**config.mk**
```make
export PLATFORM = sky130hd
export DESIGN_NAME = serial_word_feeder
export DESIGN_NICKNAME = d
export VERILOG_FILES = /design/src/rtl/serial_word_feeder_pkg.sv /design/src/rtl/serial_word_feeder_piso_shift_reg.sv /design/src/rtl/serial_word_feeder.sv
export SDC_FILE = /design/constraint.sdc
export NUM_CORES = 1
export LEC_CHECK = 0
export ABC_AREA = 1
export CORE_UTILIZATION = 30
export CTS_BUF_LIST = sky130_fd_sc_hd__clkbuf_4 sky130_fd_sc_hd__clkbuf_8
export DETAILED_ROUTE_END_ITERATION = 8
export PLACE_DENSITY_LB_ADDON = 0.12
export SLEW_MARGIN = 40
export SYNTH_ARGS = -nofsm -noshare
export SYNTH_HDL_FRONTEND = slang
export SYNTH_SLANG_ARGS = --single-unit
```
**constraint.sdc**
```tcl
create_clock -name clk -period 1.5 [get_ports clk]
set_clock_uncertainty 0.2 [all_clocks]
set_input_delay 0.3 -clock clk [delete_from_list [all_inputs] [get_ports clk]]
set_output_delay 0.3 -clock clk [all_outputs]
set_load 0.02 [all_outputs]
```
**src/rtl/serial_word_feeder_pkg.sv**
```systemverilog
// serial_word_feeder_pkg
// Shared definitions for the serial word feeder: the FSM state encoding,
// the width of the completed-word counter, and a helper that works out how
// many bits go on the serial line per word.
// No ports (package).
package serial_word_feeder_pkg;

  typedef enum logic [1:0] {
    ST_IDLE  = 2'b00,
    ST_SHIFT = 2'b01,
    ST_GAP   = 2'b10
  } state_t;

  localparam int WORDS_SENT_W = 16;

  // Bits per word on the line: the data bits, plus one when a parity bit
  // trails the LSB.
  function automatic int line_bits(input int width, input bit parity);
    return parity ? width + 1 : width;
  endfunction

endpackage

```
**src/rtl/serial_word_feeder_piso_shift_reg.sv**
```systemverilog
// piso_shift_reg
// Parallel-in, serial-out register. It loads a WIDTH-bit word, shifts left
// by one bit per enabled cycle with zeros entering at the LSB, and taps the
// MSB. Once the whole word has been shifted out the register holds zero, so
// the tap idles low without any extra gating.
// Ports:
//   clk   - rising-edge clock
//   rst   - synchronous active-low clear
//   load  - load din (takes priority over shift)
//   shift - shift left by one
//   din   - parallel word to load
//   msb   - current MSB (the serial bit)
module piso_shift_reg
  import serial_word_feeder_pkg::*;
#(
  parameter int WIDTH = 8
) (
  input  logic             clk,
  input  logic             rst,
  input  logic             load,
  input  logic             shift,
  input  logic [WIDTH-1:0] din,
  output logic             msb
);

  logic [WIDTH-1:0] sreg;

  always_ff @(posedge clk) begin
    if (!rst) begin
      sreg <= '0;
    end else if (load) begin
      sreg <= din;
    end else if (shift) begin
      sreg <= {sreg[WIDTH-2:0], 1'b0};
    end
  end

  assign msb = sreg[WIDTH-1];

endmodule

```
**src/rtl/serial_word_feeder.sv**
```systemverilog
// serial_word_feeder
// Takes WIDTH-bit words over a valid/ready handshake and sends them MSB
// first, one bit per clock, on a single serial line. Between words the line
// sits at 0. After each word the feeder can insert GAP idle cycles.
// Optional feature macro: FEEDER_PARITY_EN. When it is defined, an even-parity
// bit (the XOR of the word) follows the LSB.
// Parameters:
//   WIDTH - word width, 2..32
//   GAP   - idle cycles after each word, 0..15
// Ports:
//   clk        - rising-edge clock
//   rst        - synchronous active-low reset
//   data_in    - parallel word, sampled on acceptance
//   data_valid - upstream offers data_in
//   data_ready - feeder can accept this cycle (from state/counter only)
//   out        - registered serial bit
//   out_valid  - registered; out carries a word bit
//   busy       - in SHIFT or GAP
//   words_sent - count of completed words, wraps at 16 bits
module serial_word_feeder
  import serial_word_feeder_pkg::*;
#(
  parameter int WIDTH = 8,
  parameter int GAP   = 0
) (
  input  logic                    clk,
  input  logic                    rst,
  input  logic [WIDTH-1:0]        data_in,
  input  logic                    data_valid,
  output logic                    data_ready,
  output logic                    out,
  output logic                    out_valid,
  output logic                    busy,
  output logic [WORDS_SENT_W-1:0] words_sent
);

`ifdef FEEDER_PARITY_EN
  localparam bit PARITY_EN = 1'b1;
`else
  localparam bit PARITY_EN = 1'b0;
`endif

  localparam int               NBITS    = line_bits(WIDTH, PARITY_EN);
  localparam int               CNT_W    = $clog2(NBITS + 1);
  localparam logic [CNT_W-1:0] CNT_LOAD = CNT_W'(NBITS - 1);
  localparam bit               HAS_GAP  = (GAP > 0);
  localparam logic [3:0]       GAP_LOAD = HAS_GAP ? 4'(GAP - 1) : 4'd0;

  state_t           state;
  state_t           state_nxt;
  logic [CNT_W-1:0] bit_cnt;
  logic [3:0]       gap_cnt;
  logic [NBITS-1:0] payload;
  logic             last_bit;
  logic             accept;
  logic             shift_en;

`ifdef FEEDER_PARITY_EN
  assign payload = {data_in, ^data_in};
`else
  assign payload = data_in;
`endif

  // The last bit of a word is on the line while the counter reads zero.
  // With no gap configured, the feeder is ready again in that same cycle,
  // which lets words run back to back.
  assign last_bit   = (state == ST_SHIFT) && (bit_cnt == '0);
  assign data_ready = (state == ST_IDLE) || (last_bit && !HAS_GAP);
  assign accept     = data_valid && data_ready;
  assign busy       = (state != ST_IDLE);

  // A reload on the last-bit edge replaces the shift. Otherwise the final
  // shift empties the register, so out returns to 0.
  assign shift_en = (state == ST_SHIFT) && !accept;

  piso_shift_reg #(
    .WIDTH(NBITS)
  ) u_piso (
    .clk  (clk),
    .rst  (rst),
    .load (accept),
    .shift(shift_en),
    .din  (payload),
    .msb  (out)
  );

  always_ff @(posedge clk) begin
    if (!rst) begin
      state <= ST_IDLE;
    end else begin
      state <= state_nxt;
    end
  end

  always_comb begin
    state_nxt = state;
    case (state)
      ST_IDLE: begin
        if (accept) begin
          state_nxt = ST_SHIFT;
        end
      end
      ST_SHIFT: begin
        if (bit_cnt == '0) begin
          if (HAS_GAP) begin
            state_nxt = ST_GAP;
          end else if (accept) begin
            state_nxt = ST_SHIFT;
          end else begin
            state_nxt = ST_IDLE;
          end
        end
      end
      ST_GAP: begin
        if (gap_cnt == 4'd0) begin
          state_nxt = ST_IDLE;
        end
      end
      default: state_nxt = ST_IDLE;
    endcase
  end

  always_ff @(posedge clk) begin
    if (!rst) begin
      bit_cnt   <= '0;
      gap_cnt   <= 4'd0;
      out_valid <= 1'b0;
    end else begin
      if (accept) begin
        bit_cnt <= CNT_LOAD;
      end else if ((state == ST_SHIFT) && (bit_cnt != '0)) begin
        bit_cnt <= bit_cnt - CNT_W'(1);
      end

      if (last_bit && HAS_GAP) begin
        gap_cnt <= GAP_LOAD;
      end else if ((state == ST_GAP) && (gap_cnt != 4'd0)) begin
        gap_cnt <= gap_cnt - 4'd1;
      end

      if (accept) begin
        out_valid <= 1'b1;
      end else if (last_bit) begin
        out_valid <= 1'b0;
      end
    end
  end

  // A word counts as sent on the edge that ends its last-bit cycle. A word
  // cut short by reset is never counted.
  always_ff @(posedge clk) begin
    if (!rst) begin
      words_sent <= '0;
    end else if (last_bit) begin
      words_sent <= words_sent + WORDS_SENT_W'(1);
    end
  end

endmodule

```
==> results of run 1 <==
layout make-up:
cell class	count	area, µm²	share of cell area, %
multi-input combinational	165	913	37.6
tap	67	83.8	3.45
inverter	33	126	5.20
clock buffer	7	90.1	3.70
timing repair buffer	69	606	24.9
sequential	30	608	25.0
clock inverter	1	5.00	0.206
what timing repair did:
action,in CTS,in global routing
cloned,0,0
pin swaps,9,11
endpoints found under the setup margin,49,34
buffers inserted,5,4
gates resized for setup,60,38
state kept, by name, summed over array words and instances (netlist names):
register     flops
bit_cnt          4
state            1
out_valid        1
u_piso.sreg      8
words_sent      16
cells in the final DEF (no fill, tap or decap), types with 9 or more instances in the layout:
cell and n:
nand2_2 11, nor2_1 36, buf_6 10, buf_4 31, nand3_1 21, dlygate4sd2_1 12, inv_1 29, dfxtp_1 26
nand2_1 44, clkdlybuf4s50_1 10, a21oi_1 9
tightest hold or removal path, stage by stage (launching register included):
cell and delay [ns]:
dfxtp_1 0.32, nand2_2 0.07, a21oi_2 0.04
through the flow:
step                      area (µm²)  setup slack, ns  setup TNS (ns)
after floorplan                 1500         0.000498               0
after global placement          2100           -0.263           -3.42
after detailed placement        2100           -0.272           -3.78
after CTS                       2320          -0.0864          -0.842
after global routing            2430           -0.178           -2.16
final                           2430          -0.0730          -0.486
path summary, 6_finish.rpt:
path         startpoint  depth (start not counted)            end
max          bit_cnt[0]                          5     data_ready
min           out_valid                          2      out_valid
max reg2reg  bit_cnt[0]                          9  words_sent[5]
min reg2reg   out_valid                          2      out_valid
power groups by stage:
stage / logic [mW] / clock network, mW / registers, mW
final: 0.388 / 0.703 / 0.858
after global placement: 0.307 / 0 / 0.870
after CTS: 0.368 / 0.723 / 0.856
after detailed placement: 0.306 / 0 / 0.870
after floorplan: 0.152 / 0 / 0.882
after global routing: 0.426 / 0.757 / 0.862
cell families after synthesis:
group                      after synthesis  synth area share [%]
xor gates and xnor gates                 2                  1.17
buffers and inverters                   39                  9.87
AOI/OAI and AO/OA                       19                  6.44
and+or+nand+nor                        142                  40.7
adders and majority gates                2                  1.67
DFF                                     30                  40.2
metal layers:
layer | wire length (µm) | part of all wire [%] | track usage (%) | up-vias
li1 | - | - | - | 873
met1 | 1810 | 48 | 18.4 | 705
met2 | 1830 | 48 | 26.7 | 26
met3 | 98 | 2.6 | 3.31 | 5
met4 | 58 | 1.5 | 6.54 | 0
met5 | 0 | 0 | 0 | -
==> metrics, run 1 <==
DRC viols 0; final worst-path cycle share 105%; drt first-iter violations 57; count leader, synth nand2_1; fill count 509; Finished Core Util 51.2%; Die ar. 5270 µm²; Final Slew Violations 0; Seq pwr share 44.0%; Clock Path Buffers 2; unrepaired setup endpoints after global routing true; Net Switching 0.535 mW; largest net degree at the start of global routing 17; core area 4750 µm²; Final setup viols 16; Avg Cell Area, Syn 6.39 µm²; Crit path largest cell delay 0.33 ns; outcome finished, violations left; share of cells above drive strength 1 31.5%; later-pin clock latency in the skew report 0.28 ns; EDFF count, synth 0; post-synthesis cell area 1500 µm²; Crit Path Category reg -> out; total power draw 1.95 mW; H-tree levels 2; Die W 72.6 µm; routed vias/inst 4.33; Clock transition at path regs 0.07 ns; crit path time final 1.57 ns; maximum fanout along the worst path 2; num ports 31; Hold WS 0.265 ns; switch share 27.4%; FP Rows 25; Slowest-stage cell, CP dfxtp_2; vias in the first global route 1477; Worst VDD drop 492 µV; GRT overflow 0; CTS tree built; hpwl dp 2570 µm; relative slew slack 66.3%; Int Power 1.41 mW; nets 317; crit end category output port; Async S/R FF share, synth 0%; Syn Nets 247; max-cap violation count 0; final WL 3800 µm; Worst-Margin Slew 0.506 ns; ant diodes 0; ANT nets after route 0; Ys Warns 0; final hold vios 0; Startpoint Class register; pwr dens 801 nW/µm²; share of the synthesized area in the top cell type 40.2%; CP Buf/Inv Count 2; combinational cell fraction of total power 19.9%; synthesized instance count 234; Placed Cells incl. Taps 357; fmax 0.636 GHz; Root Buffer clkbuf_8; most instantiated cells after synthesis 57 x nand2_1, 43 x nor2_1, 33 x inv_1; DR pass1 iterations 4; dominant cells by area after synthesis dfxtp_1 40%, nand2_1 14%, nor2_1 11%; Worst EP required 1.00 ns; clock sinks 30; cell family with most CP delay flip-flops; via count 1609; Worst Path Arrival 1.07 ns; Die Y 72.6 µm; initial antenna violation count 0; Hold Path Class reg -> reg; clock buffer count from CTS 5; Synth Flop Type dfxtp_1; area growth from synthesis to layout 62.7%; Yosys cell types 20; Initial Util 31.4%; Total GRT Usage 15.4%; violated checks negative setup slack; worst path cell trace inv_2 > ha_4 > nand2_2 > nand2_2 > buf_6; # port buffers 30; Routed WL per cell 10.2 µm; Synth Register Bits 30; register area share after synthesis 40.2%; R2R Setup Slk -0.05 ns; first-pass GRT wire length 6280 µm; final worst setup slack -0.0730 ns; Non-Filler Instances 372; CP dominant cell by count nand2_2; clock power share 36.1%; leakage power 1.16 nW; hold_buf cts 0; routability cong. 0.792; post-synth top area cell dfxtp_1
Note: power is estimated with default switching activity, not from simulation.
==> run 2, diff against run 1 <==
- clock period: 1.5 -> 1.9 ns (I/O delays scaled with it)
==> run 2 against run 1 <==
- the run now ends clean
- sequential power shrank 21%
- sequential share of layout area up 4.0 points
- critical endpoint is now words_sent[14]
- clock-buffer cell count fell by 2
- clock power down 9.1%
- register-to-register slack better by 0.20 ns
==> metrics, run 2 (synthesized netlist as in run 1, its figures left out) <==
outcome finished, final reports clean; CTS tree built; Largest register FFs 16; Slowest-stage cell, CP clkdlybuf4s50_1; Int Power 1.14 mW; hold_buf cts 0; final worst-path cycle share 96.7%; final hold vios 0; worst path cell trace clkdlybuf4s50_1; via count 1496; Placed Cells incl. Taps 338; crit end category output port; max-cap violation count 0; Worst Path Arrival 1.26 ns; CP Buf/Inv Count 1; initial antenna violation count 0; Startpoint Class register; Worst-Margin Slew 0.460 ns; ANT nets after route 0; cell family with most CP delay buffers and inverters; Crit path largest cell delay 0.61 ns; Largest regs words_sent (16), u_piso.sreg (8), bit_cnt (4); fmax 0.544 GHz; switch share 25.4%; combinational cell fraction of total power 14.0%; core area 4750 µm²; pwr dens 737 nW/µm²; nets 291; Hold Path Class reg -> reg; hold depth 2; routed vias/inst 4.32; routability cong. 0.790; H-tree levels 2; Routed WL per cell 10.2 µm; Worst Setup SP words_sent[14]; Die W 72.6 µm; Final setup viols 0; most frequent cells in the layout 57 x nand2_1, 42 x nor2_1, 33 x inv_1; Worst EP required 1.32 ns; leakage power 1.09 nW; DRC viols 0; Total GRT Usage 14.9%; hpwl dp 2600 µm; clock sinks 30; Crit Path Category reg -> out; Worst VDD drop 422 µV; drt first-iter violations 73; WHS Endpoint bit_cnt[1]; unrepaired setup endpoints after global routing false; GRT overflow 0; FP Rows 25; worst r2r src bit_cnt[0]; Initial Util 31.4%; Net Switching 0.388 mW; Non-Filler Instances 346; Die ar. 5270 µm²; num ports 31; Setup TNS 0 ns; share of cells above drive strength 1 9.68%; final WL 3550 µm; DR pass1 iterations 4; Clock transition at path regs 0.06 ns; Clock Path Buffers 2; post-CTS setup buffer count 0; vias in the first global route 1301; Root Buffer clkbuf_8; ant diodes 0; relative slew slack 69.3%; most common cell after layout, fill and taps aside nand2_1; Final Slew Violations 0; Seq pwr share 44.2%; clock buffer count from CTS 5; # port buffers 30; clock power share 41.8%; R2R Setup Slk 0.15 ns; min-delay src bit_cnt[1]; first-pass GRT wire length 5950 µm; Biggest register words_sent; area growth from synthesis to layout 38.7%; maximum fanout along the worst path 4; Die Y 72.6 µm; R2R cell count 10; largest net degree at the start of global routing 15; reg-to-reg endpoint u_piso.sreg[1]; crit path time final 1.84 ns; later-pin clock latency in the skew report 0.28 ns
## run 2: cell type report
cell class                      count  area (µm²)
Clock buffer                        5        68.8
Timing Repair Buffer               43         408
Fill cell                         526        2680
Clock inverter                      3        40.0
Multi-Input combinational cell    165         749
Sequential cell                    30         601
Inverter                           33         124
Tap cell                           67        83.8
## run 2: routing by layer
layer,wire length (µm),up-vias,global-route usage [%]
met2,1650,22,24.4
met3,117,2,4.83
met1,1750,649,18.1
met5,0,-,0
li1,-,823,-
met4,29,0,5.88
## run 2: stage by stage
stage	worst slack [ns]	cell area, µm²	total power [mW]	hold WS, ns	util, %
floorplan	0.318	1500	0.814	0.243	-
global placement	0.0519	1950	0.908	0.266	41.1
detailed placement	0.0234	1950	0.909	0.266	41.1
CTS	0.000798	2060	1.56	0.281	43.3
global route	0.00744	2070	1.62	0.308	43.6
finish	0.0621	2070	1.53	0.279	43.6
## run 2: how the worst max path moves through the flow
| stage | end | depth (start not counted) |
|---|---|---|
| 2_1_floorplan | words_sent[12] | 9 |
| 3_3_place_gp | data_ready | 5 |
| 3_5_place_dp | data_ready | 5 |
| 4_1_cts | words_sent[13] | 1 |
| 5_1_grt | words_sent[14] | 1 |
| 6_report | words_sent[14] | 1 |
## run 2: power groups by stage
stage / clock, mW / sequential, mW / combinational [mW]
after CTS: 0.669 / 0.676 / 0.218
after floorplan: 0 / 0.696 / 0.118
final: 0.639 / 0.676 / 0.214
after global placement: 0 / 0.690 / 0.217
after detailed placement: 0 / 0.690 / 0.219
after global routing: 0.697 / 0.679 / 0.240
## run 2: what timing repair did
item,CTS,global route
pin swaps,0,0
endpoints found under the setup margin,5,12
gates resized for setup,7,10
